--- src/rtl/button_conditioner_if.sv ---
`timescale 1ns/1ps
`default_nettype none
// ============================================================================
//  Module      : button_conditioner_if
//  Description : Button bundle between the raw push-buttons / conditioner and
//                the downstream operand/opcode latch stage. The master side
//                drives the raw buttons and consumes the conditioned pulses
//                and levels; the slave side is the conditioner itself.
//  Revision    : 1.0 - initial release
// ============================================================================
interface button_conditioner_if #(
  parameter int NB_BUT = 3
);
  logic [NB_BUT-1:0] i_but;        // raw asynchronous buttons, active-high
  logic [NB_BUT-1:0] o_but_pulse;  // one-cycle load-enable per accepted press
  logic [NB_BUT-1:0] o_but_level;  // debounced button level

  modport master (
    output i_but,
    input  o_but_pulse,
    input  o_but_level
  );

  modport slave (
    input  i_but,
    output o_but_pulse,
    output o_but_level
  );
endinterface : button_conditioner_if
`default_nettype wire

--- src/rtl/button_conditioner.sv ---
`timescale 1ns/1ps
`default_nettype none
// ============================================================================
//  Module      : button_conditioner
//  Description : Per-button 2-FF synchroniser, debounce FSM and one-clock
//                load-enable pulse generator. Channels are fully independent.
//                Optional macro BTN_AUTOREPEAT_EN adds auto-repeat pulses
//                while a button stays held.
//  Revision    : 1.0 - initial release
// ============================================================================
module button_conditioner #(
  parameter int NB_BUT          = 3,
  parameter int DEBOUNCE_CYCLES = 1000000,
  parameter int REPEAT_DELAY    = 50000000,
  parameter int REPEAT_PERIOD   = 10000000
) (
  input  wire logic           i_clk,
  input  wire logic           i_rst_n,
  button_conditioner_if.slave btn_bus
);

  // Debounce counter only has to reach DEBOUNCE_CYCLES-1, so it can never wrap.
  localparam int CNT_W = (DEBOUNCE_CYCLES > 1) ? $clog2(DEBOUNCE_CYCLES) : 1;
  localparam logic [CNT_W-1:0] C_CNT_LAST = CNT_W'(DEBOUNCE_CYCLES - 1);

`ifdef BTN_AUTOREPEAT_EN
  // The repeat counter reloads to DELAY-PERIOD so that every later pulse is
  // exactly REPEAT_PERIOD cycles after the previous one.
  localparam int RPT_W = (REPEAT_DELAY > 1) ? $clog2(REPEAT_DELAY) : 1;
  localparam logic [RPT_W-1:0] C_RPT_LAST   = RPT_W'(REPEAT_DELAY - 1);
  localparam logic [RPT_W-1:0] C_RPT_RELOAD = RPT_W'(REPEAT_DELAY - REPEAT_PERIOD);
`endif

  // Reject parameter sets the counters cannot honour.
  if (DEBOUNCE_CYCLES < 2 || REPEAT_PERIOD < 1 || REPEAT_PERIOD > REPEAT_DELAY) begin : g_param_check
    $error("button_conditioner: illegal DEBOUNCE_CYCLES/REPEAT_DELAY/REPEAT_PERIOD");
  end

  typedef enum logic [1:0] {
    ST_IDLE       = 2'd0,
    ST_DB_PRESS   = 2'd1,
    ST_HELD       = 2'd2,
    ST_DB_RELEASE = 2'd3
  } state_t;

  wire [NB_BUT-1:0] w_pulse;
  wire [NB_BUT-1:0] w_level;

  for (genvar gi = 0; gi < NB_BUT; gi++) begin : g_ch
    logic [1:0]       r_sync;
    logic             w_s;
    state_t           r_state;
    logic [CNT_W-1:0] r_cnt;
    logic             r_pulse;
    logic             r_level;
`ifdef BTN_AUTOREPEAT_EN
    logic [RPT_W-1:0] r_rpt;
`endif

    // Two-flop synchroniser; only its second stage is seen by the FSM.
    always_ff @(posedge i_clk or negedge i_rst_n) begin
      if (!i_rst_n) begin
        r_sync <= 2'b00;
      end else begin
        r_sync <= {r_sync[0], btn_bus.i_but[gi]};
      end
    end

    assign w_s = r_sync[1];

    // Debounce FSM with registered pulse/level outputs and optional auto-repeat.
    always_ff @(posedge i_clk or negedge i_rst_n) begin
      if (!i_rst_n) begin
        r_state <= ST_IDLE;
        r_cnt   <= '0;
        r_pulse <= 1'b0;
        r_level <= 1'b0;
`ifdef BTN_AUTOREPEAT_EN
        r_rpt   <= '0;
`endif
      end else begin
        r_pulse <= 1'b0;
        case (r_state)
          ST_IDLE: begin
            if (w_s) begin
              r_state <= ST_DB_PRESS;
              r_cnt   <= '0;
            end
          end
          ST_DB_PRESS: begin
            if (!w_s) begin
              r_state <= ST_IDLE;
            end else if (r_cnt == C_CNT_LAST) begin
              r_state <= ST_HELD;
              r_pulse <= 1'b1;
              r_level <= 1'b1;
`ifdef BTN_AUTOREPEAT_EN
              r_rpt   <= '0;
`endif
            end else begin
              r_cnt <= r_cnt + CNT_W'(1);
            end
          end
          ST_HELD: begin
            if (!w_s) begin
              r_state <= ST_DB_RELEASE;
              r_cnt   <= '0;
            end
`ifdef BTN_AUTOREPEAT_EN
            else if (r_rpt == C_RPT_LAST) begin
              r_pulse <= 1'b1;
              r_rpt   <= C_RPT_RELOAD;
            end else begin
              r_rpt <= r_rpt + RPT_W'(1);
            end
`endif
          end
          ST_DB_RELEASE: begin
            // Repeat counter is left frozen here and cleared on return to HELD.
            if (w_s) begin
              r_state <= ST_HELD;
`ifdef BTN_AUTOREPEAT_EN
              r_rpt   <= '0;
`endif
            end else if (r_cnt == C_CNT_LAST) begin
              r_state <= ST_IDLE;
              r_level <= 1'b0;
            end else begin
              r_cnt <= r_cnt + CNT_W'(1);
            end
          end
          default: begin
            r_state <= ST_IDLE;
          end
        endcase
      end
    end

    assign w_pulse[gi] = r_pulse;
    assign w_level[gi] = r_level;
  end : g_ch

  assign btn_bus.o_but_pulse = w_pulse;
  assign btn_bus.o_but_level = w_level;

endmodule : button_conditioner
`default_nettype wire
--- src/flat_wrapper.sv ---
// flat-port wrapper written by rule: the top's interface ports become plain ports
module button_conditioner_flat 
#(
  parameter int NB_BUT          = 3,
  parameter int DEBOUNCE_CYCLES = 1000000,
  parameter int REPEAT_DELAY    = 50000000,
  parameter int REPEAT_PERIOD   = 10000000
)
  (i_clk, i_rst_n, btn_bus_i_but, btn_bus_o_but_pulse, btn_bus_o_but_level);
  button_conditioner_if #(.NB_BUT(NB_BUT)) btn_bus_i ();
  input  wire logic i_clk;
  input  wire logic i_rst_n;
  input wire logic [$bits(btn_bus_i.i_but)-1:0] btn_bus_i_but;
  output wire logic [$bits(btn_bus_i.o_but_pulse)-1:0] btn_bus_o_but_pulse;
  output wire logic [$bits(btn_bus_i.o_but_level)-1:0] btn_bus_o_but_level;
  assign btn_bus_i.i_but = btn_bus_i_but;
  assign btn_bus_o_but_pulse = btn_bus_i.o_but_pulse;
  assign btn_bus_o_but_level = btn_bus_i.o_but_level;
  button_conditioner #(.NB_BUT(NB_BUT), .DEBOUNCE_CYCLES(DEBOUNCE_CYCLES), .REPEAT_DELAY(REPEAT_DELAY), .REPEAT_PERIOD(REPEAT_PERIOD)) u_core (.i_clk(i_clk), .i_rst_n(i_rst_n), .btn_bus(btn_bus_i));
endmodule
--- config.mk ---
export PLATFORM = sky130hd
export DESIGN_NAME = button_conditioner_flat
export DESIGN_NICKNAME = d
export VERILOG_FILES = /design/src/rtl/button_conditioner_if.sv /design/src/rtl/button_conditioner.sv /design/src/flat_wrapper.sv
export SDC_FILE = /design/constraint.sdc
export NUM_CORES = 1
export LEC_CHECK = 0
export CAP_MARGIN = 20
export CORE_AREA = 2 2 107 150
export CTS_CLUSTER_SIZE = 28
export DETAILED_ROUTE_END_ITERATION = 16
export DIE_AREA = 0 0 109 152
export PLACE_DENSITY = 0.43
export SLEW_MARGIN = 5
export SYNTH_ARGS = -nofsm -noshare
export SYNTH_HDL_FRONTEND = slang
export SYNTH_SLANG_ARGS = --single-unit
--- constraint.sdc ---
create_clock -name i_clk -period 2.75 [get_ports i_clk]
set_input_delay 0.4125 -clock i_clk [delete_from_list [all_inputs] [get_ports i_clk]]
set_output_delay 0.4125 -clock i_clk [all_outputs]
set_load 0.02 [all_outputs]
# == Yosys cells after proc, flatten, opt, wreduce, memory -nomap -nowiden ==
# Index checks and enable logic that the tools add are counted.
# word_totals
regBits,78
in_bits,5
out_inout_bits,6
word_cells,132
# op_classes
addsub,3
eq_ne,36
mux,63
reduce_logical,15
# ops
operator,n
20-bit 2-to-1 mux,15
20-bit case mux with 4 select lines,3
20-bit by 1-bit adder with 20-bit output (second input constant),3
20-bit equality test (second input constant),3
2-bit 2-to-1 mux,18
2-bit by 1-bit inequality test with 1-bit output (second input constant),12
2-bit case mux with 4 select lines,3
4-bit AND reduction,6
1-bit 2-to-1 mux,21
5-bit AND reduction,3
2-bit equality test (second input constant),6
2-bit inequality test (second input constant),6
3-bit by 1-bit inequality test with 1-bit output (second input constant),3
3-bit inequality test (second input constant),3
2-bit by 1-bit equality test with 1-bit output (second input constant),3
2-bit logical NOT,3
1-bit case mux with 2 select lines,3
2-bit nonzero test,3

# == Logic depth before layout (Yosys ltp) ==
# Gate-level depths: netlist of the first run.
# logic_depth
ltp_word,4
depth_mapped,6
depth_no_buf,5

# == Worst setup path before layout of the first run ==
# Ideal clock, no wire load.
# synth_path
path_kind,reg2reg
start,register u_core.g_ch[1].r_cnt[8]
end,register u_core.g_ch[1].r_level
t_arrival_ns,1.884
setup_slack_ns,0.736
path_stages_with_launch,6
n_path_buf,1
cell_sequence,dfrtp_1 or4b_1 or4_1 buf_2 o41ai_1 a2bb2oi_1
# synth_via
elab_chain_cells,3
# synth_lines
item,line_no,rtl
from (decl),button_conditioner.sv:53,logic [CNT_W-1:0] r_cnt;
from (signal assigned),button_conditioner.sv:101,r_cnt <= r_cnt + CNT_W'(1);
from (signal assigned),button_conditioner.sv:129,r_cnt <= r_cnt + CNT_W'(1);
20-bit equality test *,"button_conditioner.sv:93, button_conditioner.sv:125",
2-bit by 1-bit inequality test with 1-bit output (no source line),n/a,
5-bit AND reduction (no source line) *,n/a,
to (signal assigned),button_conditioner.sv:77,r_level <= 1'b0;
to (signal assigned),button_conditioner.sv:96,r_level <= 1'b1;
to (signal assigned),button_conditioner.sv:127,r_level <= 1'b0;
to (decl),button_conditioner.sv:55,logic r_level;
# Every way passes the cells marked *; elsewhere a longest branch is shown, timed or not.
# A chain may end at the register's enable or synchronous reset.

# == Final worst setup path of the first run ==
# layout_path
start,register u_core.g_ch[1].r_cnt[0]
end,register u_core.g_ch[1].r_cnt[18]
# layout_via
elab_chain_cells,4
# layout_lines
item,line_no,rtl
20-bit by 1-bit adder with 20-bit output or 20-bit equality test (tied branches),n/a,
20-bit 2-to-1 mux *,"button_conditioner.sv:93, button_conditioner.sv:125",
"20-bit 2-to-1 mux, on equally long branches","button_conditioner.sv:120, button_conditioner.sv:91",
20-bit case mux with 4 select lines *,button_conditioner.sv:83,case (r_state)
# Every way passes the cells marked *; elsewhere a longest branch is shown, timed or not. The select of a mux whose other input is x is not followed.

==> results of run 1 <==
-- worst paths after layout --
kind | slack [ps] | to | from | cells past startpoint
max | 520 | u_core.g_ch[1].r_cnt[18]$_DFFE_PN0P_ | u_core.g_ch[1].r_cnt[0]$_DFFE_PN0P_ | 5
min | 110 | u_core.g_ch[2].r_cnt[4]$_DFFE_PN0P_ | i_rst_n | 2
max reg2reg | 520 | u_core.g_ch[1].r_cnt[18]$_DFFE_PN0P_ | u_core.g_ch[1].r_cnt[0]$_DFFE_PN0P_ | 5
min reg2reg | 350 | u_core.g_ch[0].r_sync[1]$_DFF_PN0_ | u_core.g_ch[0].r_sync[0]$_DFF_PN0_ | 0
max in group asynchronous | 2300 | u_core.g_ch[0].r_cnt[19]$_DFFE_PN0P_ | i_rst_n | 2
min in group i_clk | 350 | u_core.g_ch[0].r_sync[1]$_DFF_PN0_ | u_core.g_ch[0].r_sync[0]$_DFF_PN0_ | 0
-- metal layers --
metal | track usage [%] | up-vias | wire [um] | part of all wire, %
met5 | 0 | - | 0 | 0
met4 | 5.250 | 0 | 224 | 2.2
met3 | 2.360 | 15 | 218 | 2.2
met2 | 21.35 | 38 | 5023 | 50
met1 | 16.36 | 1747 | 4511 | 45
li1 | - | 1737 | - | -
-- synthesized netlist by cell type (10+ instances only) --
| cell type | count | area (um^2) |
|---|---|---|
| nand3_1 | 19 | 95.09 |
| and3_1 | 10 | 62.56 |
| o21ai_0 | 27 | 135.1 |
| inv_1 | 20 | 75.07 |
| nor3_1 | 13 | 65.06 |
| nand2_1 | 49 | 183.9 |
| nor2_1 | 15 | 56.30 |
| nand4_1 | 18 | 112.6 |
| or4_1 | 16 | 120.1 |
| a21oi_1 | 21 | 105.1 |
| clkbuf_1 | 18 | 67.56 |
| dfrtp_1 | 78 | 1952 |
| o211ai_1 | 11 | 82.58 |
| or3_1 | 11 | 68.82 |
-- critical path: stages, from the launching register on --
cell,delay [ps]
dfrtp_1,440
ha_1,280
nand2_1,130
or4_1,620
or4_1,520
a21oi_1,160
-- layout by cell type, fill, tap and decap left out, types with 7 or more instances in the layout --
cell             synthesis  final
a21oi_1                 21     21
a31oi_1                  7      7
nand4_1                 18     18
o211ai_1                11     11
clkdlybuf4s50_1          0      9
o31ai_1                  7      7
buf_4                    6      8
nand2_1                 49     49
or4_1                   16     16
dfrtp_1                 78     78
nand2b_1                 7      7
and3_1                  10     10
or3_1                   11     11
nand3_1                 19     19
and4_1                   7      7
inv_1                   20     20
and2_1                   9      9
clkbuf_16                0      9
nor3_1                  13     13
nor2_1                  15     15
nor4_1                   7      7
o21ai_0                 27     27
-- power breakdown --
part,switching (mW),internal (mW)
Sequential,0.0549,1.18
Clock,0.466,0.720
Combinational,0.0926,0.0593
-- registers in the layout (all words and copies together) (netlist names), named ones only --
| signal | flops |
|---|---|
| u_core.g_ch.r_cnt | 60 |
| u_core.g_ch.r_level | 3 |
| u_core.g_ch.r_pulse | 3 |
| u_core.g_ch.r_state | 3 |
| u_core.g_ch.r_sync | 6 |
-- cell families (layout without fill, tap and decap cells) --
logic type | after synthesis | in the layout | synth area share, %
AOI/OAI and AO/OA | 106 | 106 | 16.50
xor gates and xnor gates | 7 | 7 | 1.419
adders and majority gates | 3 | 3 | 0.8687
buffers and inverters | 48 | 53 | 4.950
DFF | 78 | 78 | 45.16
muxes | 11 | 11 | 2.692
and+or+nand+nor | 207 | 207 | 28.40
-- area by class of cell --
| type | count | area (um^2) |
|---|---|---|
| Multi-Input combinational cell | 334 | 2163 |
| Sequential cell | 78 | 1952 |
| Timing Repair Buffer | 18 | 170.2 |
| Clock inverter | 4 | 47.55 |
| Inverter | 20 | 75.07 |
| Fill cell | 1570 | 10440 |
| Clock buffer | 11 | 242.7 |
| Tap cell | 196 | 245.2 |
==> results_dict.tcl, run 1 <==
set metrics [dict create \
    status "finished, final reports clean" \
    setup_viol 0 \
    dp_hpwl_mm 6.858 \
    track_usage_pct 12.91 \
    post_cts_buffers 0 \
    fin_crit_ps 2226 \
    wire_per_inst_um 15.10 \
    cts_buffers 9 \
    final_hold_viol_count 0 \
    fin_nets 469 \
    fin_hold_ws_ps 106.1 \
    routed_wl_mm 9.978 \
    critPathArrivalTime_ps 2480 \
    cap_violations 0 \
    drt_pre_antenna_iters 4 \
    gp_congestion 0.7517 \
    grt_max_degree 79 \
    start_kind "register" \
    stdcell_count 661 \
    dp_cells 646 \
    cts.repair.resized 0 \
    first_iter_violations 176 \
    fin_setup_tns_ps 0 \
    cts_tree "done" \
    synth-edff-count 0 \
    num_rows 54 \
    cts_root_buffer "clkbuf_16" \
    clock-sinks 78 \
    fp.dieH_um 152 \
    syn_inst 460 \
    area_delta_synth_final_pct 13.29 \
    hold_path_class "in -> async" \
    synth-warning-count 0 \
    slew_headroom_pct 42.60 \
    die_x_um 109 \
    clock_skew_ps 6.886 \
    avgSynthCellArea_um2 9.395 \
    layout-drive-gt1-share_pct 7.957 \
    post-route-worst-setup-slack_ps 523.7 \
    vdd_drop_max_mv 0.2231 \
    cts_max_level 3 \
    clock_path_buffers 2 \
    first_global_vias 3448 \
    die-area_mm2 0.01657 \
    num_vias 3537 \
    critical_path_class "reg -> reg" \
    endpoint_kind "register" \
    crit_fanout 7 \
    synth_flop_cell "dfrtp_1" \
    p_leak_nw 1.975 \
    viasPerCell 5.351 \
    pre_cts_ws_ps 528.3 \
    tightestPinTransition_ps 857.9 \
    clk_latency_ps 330 \
    cts_hold_buffers 0 \
    final_core_util_pct 31.92 \
    stdcell_area_mm2 0.004896 \
    power_density_mw_per_mm2 525.9 \
    total_power_mw 2.575 \
    yosysSeqAreaShare_pct 45.17 \
    syn-cell-area_mm2 0.004322 \
    finalMaxSlewViolations 0 \
    cts.reportedPaths.clkPinSlew_ps 60 \
    placed_area_mm2 0.004606 \
    grt_overflow 0 \
    required_ps 3010 \
    antenna_cells 0 \
    drt_drc_violations_left 0 \
    core_area_mm2 0.01534 \
    initial_utilization_pct 28.18 \
    ys_async_sr_fraction_pct 100.0 \
    rsz0062_at_grt "false" \
    min_period_over_period_pct 80.96 \
    yosysUniqueCellTypes 56 \
    boundaryPins 11 \
    ys_ff_latch 78 \
    fmax_mhz 449.2 \
    grt_pass1_wl_mm 17.23 \
    antenna_found_initial 0 \
    postRouteAntennaNets 0 \
    synth_nets 468 \
    portBuffers 10 \
]
(Power assumes the default switching activity.)
==> run 2, diff against run 1 <==
--- a/config.mk
+++ b/config.mk
@@ -10,7 +10,7 @@
 export CTS_CLUSTER_SIZE = 28
 export DETAILED_ROUTE_END_ITERATION = 16
 export DIE_AREA = 0 0 109 152
-export PLACE_DENSITY = 0.43
+export PLACE_DENSITY = 0.44
 export SLEW_MARGIN = 5
 export SYNTH_ARGS = -nofsm -noshare
 export SYNTH_HDL_FRONTEND = slang
==> constraint.sdc (replaced) <==
create_clock -name i_clk -period 1.8 [get_ports i_clk]
set_input_delay 0.27 -clock i_clk [delete_from_list [all_inputs] [get_ports i_clk]]
set_output_delay 0.27 -clock i_clk [all_outputs]
set_load 0.02 [all_outputs]
==> results_dict.tcl, run 2 (synthesized netlist as in run 1, its figures left out) <==
set metrics [dict create \
    drt_pre_antenna_iters 4 \
    setup_viol 11 \
    cap_violations 0 \
    stdcell_area_mm2 0.005981 \
    critPathLaunch "u_core.g_ch[1].r_cnt[8]$_DFFE_PN0P_" \
    rsz0062_at_grt "true" \
    critPathArrivalTime_ps 2240 \
    grt_pass1_wl_mm 19.17 \
    hold_path_class "reg -> reg" \
    clock-sinks 78 \
    worstPathCellList "or4b_4 -> or4_4 -> o211a_1 -> o211ai_1" \
    die-area_mm2 0.01657 \
    grt_overflow 0 \
    wire_per_inst_um 14.84 \
    p_leak_nw 2.577 \
    critical_path_class "reg -> reg" \
    antenna_found_initial 0 \
    postRouteAntennaNets 0 \
    clock_skew_ps 5.962 \
    power_density_mw_per_mm2 703.9 \
    portBuffers 10 \
    cts.reportedPaths.clkPinSlew_ps 60 \
    fin_crit_ps 1994 \
    layout_commonest_cell "buf_4" \
    final_hold_viol_count 0 \
    routed_wl_mm 11.28 \
    first_global_vias 3990 \
    layout_common_cells "buf_4, dfrtp_1, nand2_1" \
    fin_nets 567 \
    layout-drive-gt1-share_pct 31.74 \
    die_x_um 109 \
    r2r-start "u_core.g_ch[1].r_cnt[8]$_DFFE_PN0P_" \
    num_vias 3980 \
    antenna_cells 0 \
    track_usage_pct 14.43 \
    total_power_mw 4.210 \
    fmax_mhz 501.6 \
    vdd_drop_max_mv 0.3483 \
    fp.dieH_um 152 \
    cts_max_level 3 \
    clock_path_buffers 2 \
    grt_max_degree 40 \
    critical-path-top-delay-family "simple AND/OR/NAND/NOR gates" \
    largest_reg_flops 60 \
    cts_root_buffer "clkbuf_16" \
    cts_buffers 9 \
    finalMaxSlewViolations 0 \
    num_rows 54 \
    required_ps 2050 \
    area_delta_synth_final_pct 38.39 \
    first_iter_violations 140 \
    crit_fanout 8 \
    viasPerCell 5.237 \
    regMostFlops "u_core.g_ch.r_cnt" \
    crit_buf_inv 0 \
    tightestPinTransition_ps 468.7 \
    min_period_over_period_pct 110.8 \
    gp_congestion 0.8133 \
    boundaryPins 11 \
    core_area_mm2 0.01534 \
    slowest_stage "or4_4" \
    hold_path_startpoint "u_core.g_ch[0].r_sync[0]$_DFF_PN0_" \
    slowest_delay_ps 600 \
    drt_drc_violations_left 0 \
    endpoint_kind "register" \
    post-route-worst-setup-slack_ps -193.7 \
    status "complete, but fails checks" \
    reg.largest.list "u_core.g_ch.r_cnt: 60 flops, u_core.g_ch.r_sync: 6 flops" \
    cts_tree "done" \
    clk_latency_ps 330 \
    dp_hpwl_mm 8.035 \
    violations "setup timing" \
    initial_utilization_pct 28.18 \
    placed_area_mm2 0.005311 \
    slew_headroom_pct 68.72 \
    start_kind "register" \
]
## run 2: cell count changes in the layout (fill, tap and decap cells not counted), sizes merged
cell and delta:
buf +97, bufinv +1, clkbuf -1, clkinvlp +1
dlygate4sd3 +1
## run 2: final timing paths
path,endpoint,slack [ps],depth (start not counted)
worst min register to register,u_core.g_ch[0].r_sync[1]$_DFF_PN0_,350,0
max in group asynchronous,u_core.g_ch[2].r_cnt[17]$_DFFE_PN0P_,850,3
worst min-delay path,u_core.g_ch[0].r_sync[1]$_DFF_PN0_,350,0
worst max register to register,u_core.g_ch[1].r_cnt[5]$_DFFE_PN0P_,-190,4
worst max-delay path,u_core.g_ch[1].r_cnt[5]$_DFFE_PN0P_,-190,4
min in group asynchronous,u_core.g_ch[2].r_pulse$_DFF_PN0_,400,2
## run 2: repair_timing
action,CTS,global route
hold endpoints to repair,25,0
setup endpoints to repair,31,46
pin swaps,13,20
gates cloned,0,0
setup buffers,5,6
hold buffers,1,0
resized for setup,30,35
## run 2: final cells by class
| class | count | area, um^2 |
|---|---|---|
| clock buffers | 10 | 239.0 |
| inverters | 20 | 75.07 |
| multi-input cells | 334 | 2425 |
| flip-flops and latches | 78 | 1952 |
| repair buffers | 116 | 959.7 |
| fillers | 1526 | 9356 |
| clock inverters | 6 | 85.08 |
| well taps | 196 | 245.2 |
## run 2: power by group
part           internal [mW]  switching [mW]  leakage, nW
registers               1.81          0.0415         1.06
clock network           1.25           0.740        0.154
logic                  0.166           0.210         1.36
## run 2: worst reg2reg max path: stages, from the launching register on
cell and delay (ps):
dfrtp_1 380, or4b_4 540, or4_4 600, o211a_1 240
o211ai_1 150
## run 2: through the flow
step	setup TNS, ps	hold slack, ps	util (%)	setup slack, ps	std cells
3_3_place_gp	-3358	225.5	34.63	-307.8	733
2_1_floorplan	-1267	-25.59	-	-190.0	460
4_1_cts	-1348	356.6	37.81	-197.7	755
6_report	-1259	354.8	38.99	-193.7	760
5_1_grt	-2652	366.0	38.99	-247.9	760
3_5_place_dp	-3645	231.1	34.63	-323.4	733
## run 2: layer usage
| metal | wire, um | track usage (%) |
|---|---|---|
| met3 | 267 | 3.003 |
| met1 | 4875 | 17.74 |
| met2 | 5925 | 24.37 |
| met5 | 0 | 0 |
| met4 | 208 | 5.495 |
==> run 3, diff against run 2 <==
--- a/config.mk
+++ b/config.mk
@@ -11,6 +11,7 @@
 export DETAILED_ROUTE_END_ITERATION = 16
 export DIE_AREA = 0 0 109 152
 export PLACE_DENSITY = 0.44
+export RECOVER_POWER = 50
 export SLEW_MARGIN = 5
 export SYNTH_ARGS = -nofsm -noshare
 export SYNTH_HDL_FRONTEND = slang
==> results_dict.tcl, run 3 (synthesized netlist as in run 1, its figures left out) <==
set metrics [dict create \
    antenna_found_initial 0 \
    layout_common_cells "buf_4, dfrtp_1, nand2_1" \
    num_rows 54 \
    clock-sinks 78 \
    setup_viol 11 \
    grt_pass1_wl_mm 19.17 \
    core_area_mm2 0.01534 \
    fin_crit_ps 1994 \
    track_usage_pct 14.43 \
    endpoint_kind "register" \
    largest_reg_flops 60 \
    drt_drc_violations_left 0 \
    cts.reportedPaths.clkPinSlew_ps 60 \
    violations "setup timing" \
    critical-path-top-delay-family "simple AND/OR/NAND/NOR gates" \
    clock_skew_ps 5.920 \
    clk_latency_ps 340 \
    dp_cells 733 \
    vdd_drop_max_mv 0.3483 \
    reg.largest.list "u_core.g_ch.r_cnt: 60 flops, u_core.g_ch.r_sync: 6 flops" \
    portBuffers 10 \
    cts_max_level 3 \
    layout-drive-gt1-share_pct 31.74 \
    slew_headroom_pct 51.96 \
    boundaryPins 11 \
    fmax_mhz 501.6 \
    crit_buf_inv 0 \
    regMostFlops "u_core.g_ch.r_cnt" \
    num_vias 3978 \
    tightestPinTransition_ps 720.6 \
    clock_path_buffers 2 \
    fin_setup_tns_ps -1259 \
    slowest_delay_ps 600 \
    wire_per_inst_um 14.83 \
    required_ps 2050 \
    status "complete, but fails checks" \
    die-area_mm2 0.01657 \
    start_kind "register" \
    viasPerCell 5.234 \
    slowest_stage "or4_4" \
    final_hold_viol_count 0 \
    rsz0062_at_grt "true" \
    die_x_um 109 \
    antenna_cells 0 \
    cts_root_buffer "clkbuf_16" \
    dp_hpwl_mm 8.035 \
    stdcell_area_mm2 0.005963 \
    placed_area_mm2 0.005311 \
    fin_nets 567 \
    gp_congestion 0.8133 \
    critPathArrivalTime_ps 2240 \
    cts_buffers 9 \
    power_density_mw_per_mm2 705.1 \
    cts_tree "done" \
    final_core_util_pct 38.88 \
    finalMaxSlewViolations 0 \
    initial_utilization_pct 28.18 \
    cap_violations 0 \
    grt_overflow 0 \
    min_period_over_period_pct 110.8 \
    hold_path_class "reg -> reg" \
    worstPathCellList "or4b_4 -> or4_4 -> o211a_1 -> o211ai_1" \
    first_iter_violations 107 \
    critical_path_class "reg -> reg" \
    postRouteAntennaNets 0 \
    drt_pre_antenna_iters 4 \
    layout_commonest_cell "buf_4" \
    grt_max_degree 40 \
    p_leak_nw 2.572 \
    fp.dieH_um 152 \
    first_global_vias 3990 \
    stdcell_count 760 \
    crit_fanout 8 \
    area_delta_synth_final_pct 37.98 \
    routed_wl_mm 11.27 \
    post-route-worst-setup-slack_ps -193.6 \
]
run 3: worst paths after layout:
| check | end | cells after the start | startpoint | slack, ps |
|---|---|---|---|---|
| setup / recovery | u_core.g_ch[1].r_cnt[5]$_DFFE_PN0P_ | 4 | u_core.g_ch[1].r_cnt[8]$_DFFE_PN0P_ | -190 |
| hold / removal | u_core.g_ch[0].r_sync[1]$_DFF_PN0_ | 0 | u_core.g_ch[0].r_sync[0]$_DFF_PN0_ | 350 |
| setup reg to reg | u_core.g_ch[1].r_cnt[5]$_DFFE_PN0P_ | 4 | u_core.g_ch[1].r_cnt[8]$_DFFE_PN0P_ | -190 |
| hold reg to reg | u_core.g_ch[0].r_sync[1]$_DFF_PN0_ | 0 | u_core.g_ch[0].r_sync[0]$_DFF_PN0_ | 350 |
| max in group asynchronous | u_core.g_ch[0].r_cnt[17]$_DFFE_PN0P_ | 3 | i_rst_n | 290 |
| min in group asynchronous | u_core.g_ch[2].r_pulse$_DFF_PN0_ | 2 | i_rst_n | 520 |
run 3: layer usage:
metal | track usage, % | wire (um) | vias to the layer above
met1 | 17.74 | 4885 | 1967
met2 | 24.37 | 5909 | 56
met4 | 5.495 | 209 | 0
met5 | 0 | 0 | -
li1 | - | - | 1944
met3 | 3.003 | 262 | 11
run 3: cell type report:
type / count / area [um^2]
fillers: 1527 / 9374
multi-input cells: 334 / 2425
flip-flops and latches: 78 / 1952
repair buffers: 116 / 942.2
well taps: 196 / 245.2
clock buffers: 10 / 239.0
clock inverters: 6 / 85.08
inverters: 20 / 75.07
run 3: stage by stage:
step | hold WS [ps] | worst slack, ps | power [mW]
4_1_cts | 356.6 | -197.7 | 4.273
5_1_grt | 366.0 | -247.9 | 4.404
3_3_place_gp | 225.5 | -307.8 | 2.234
3_5_place_dp | 231.1 | -323.4 | 2.238
6_report | 354.9 | -193.6 | 4.205
2_1_floorplan | -25.59 | -190.0 | 2.048
run 3: what timing repair did:
action / in CTS / in global routing
hold buffers: 1 / 0
setup buffers: 5 / 6
pin swaps: 13 / 20
hold endpoints to repair: 25 / 0
resized for setup: 30 / 35
endpoints found under the setup margin: 31 / 46
run 3: power breakdown:
part           total [mW]  internal (mW)  switching (mW)
combinational       0.369          0.160           0.209
clock                1.99           1.25           0.741
sequential           1.85           1.81          0.0414
total                4.20           3.21           0.992
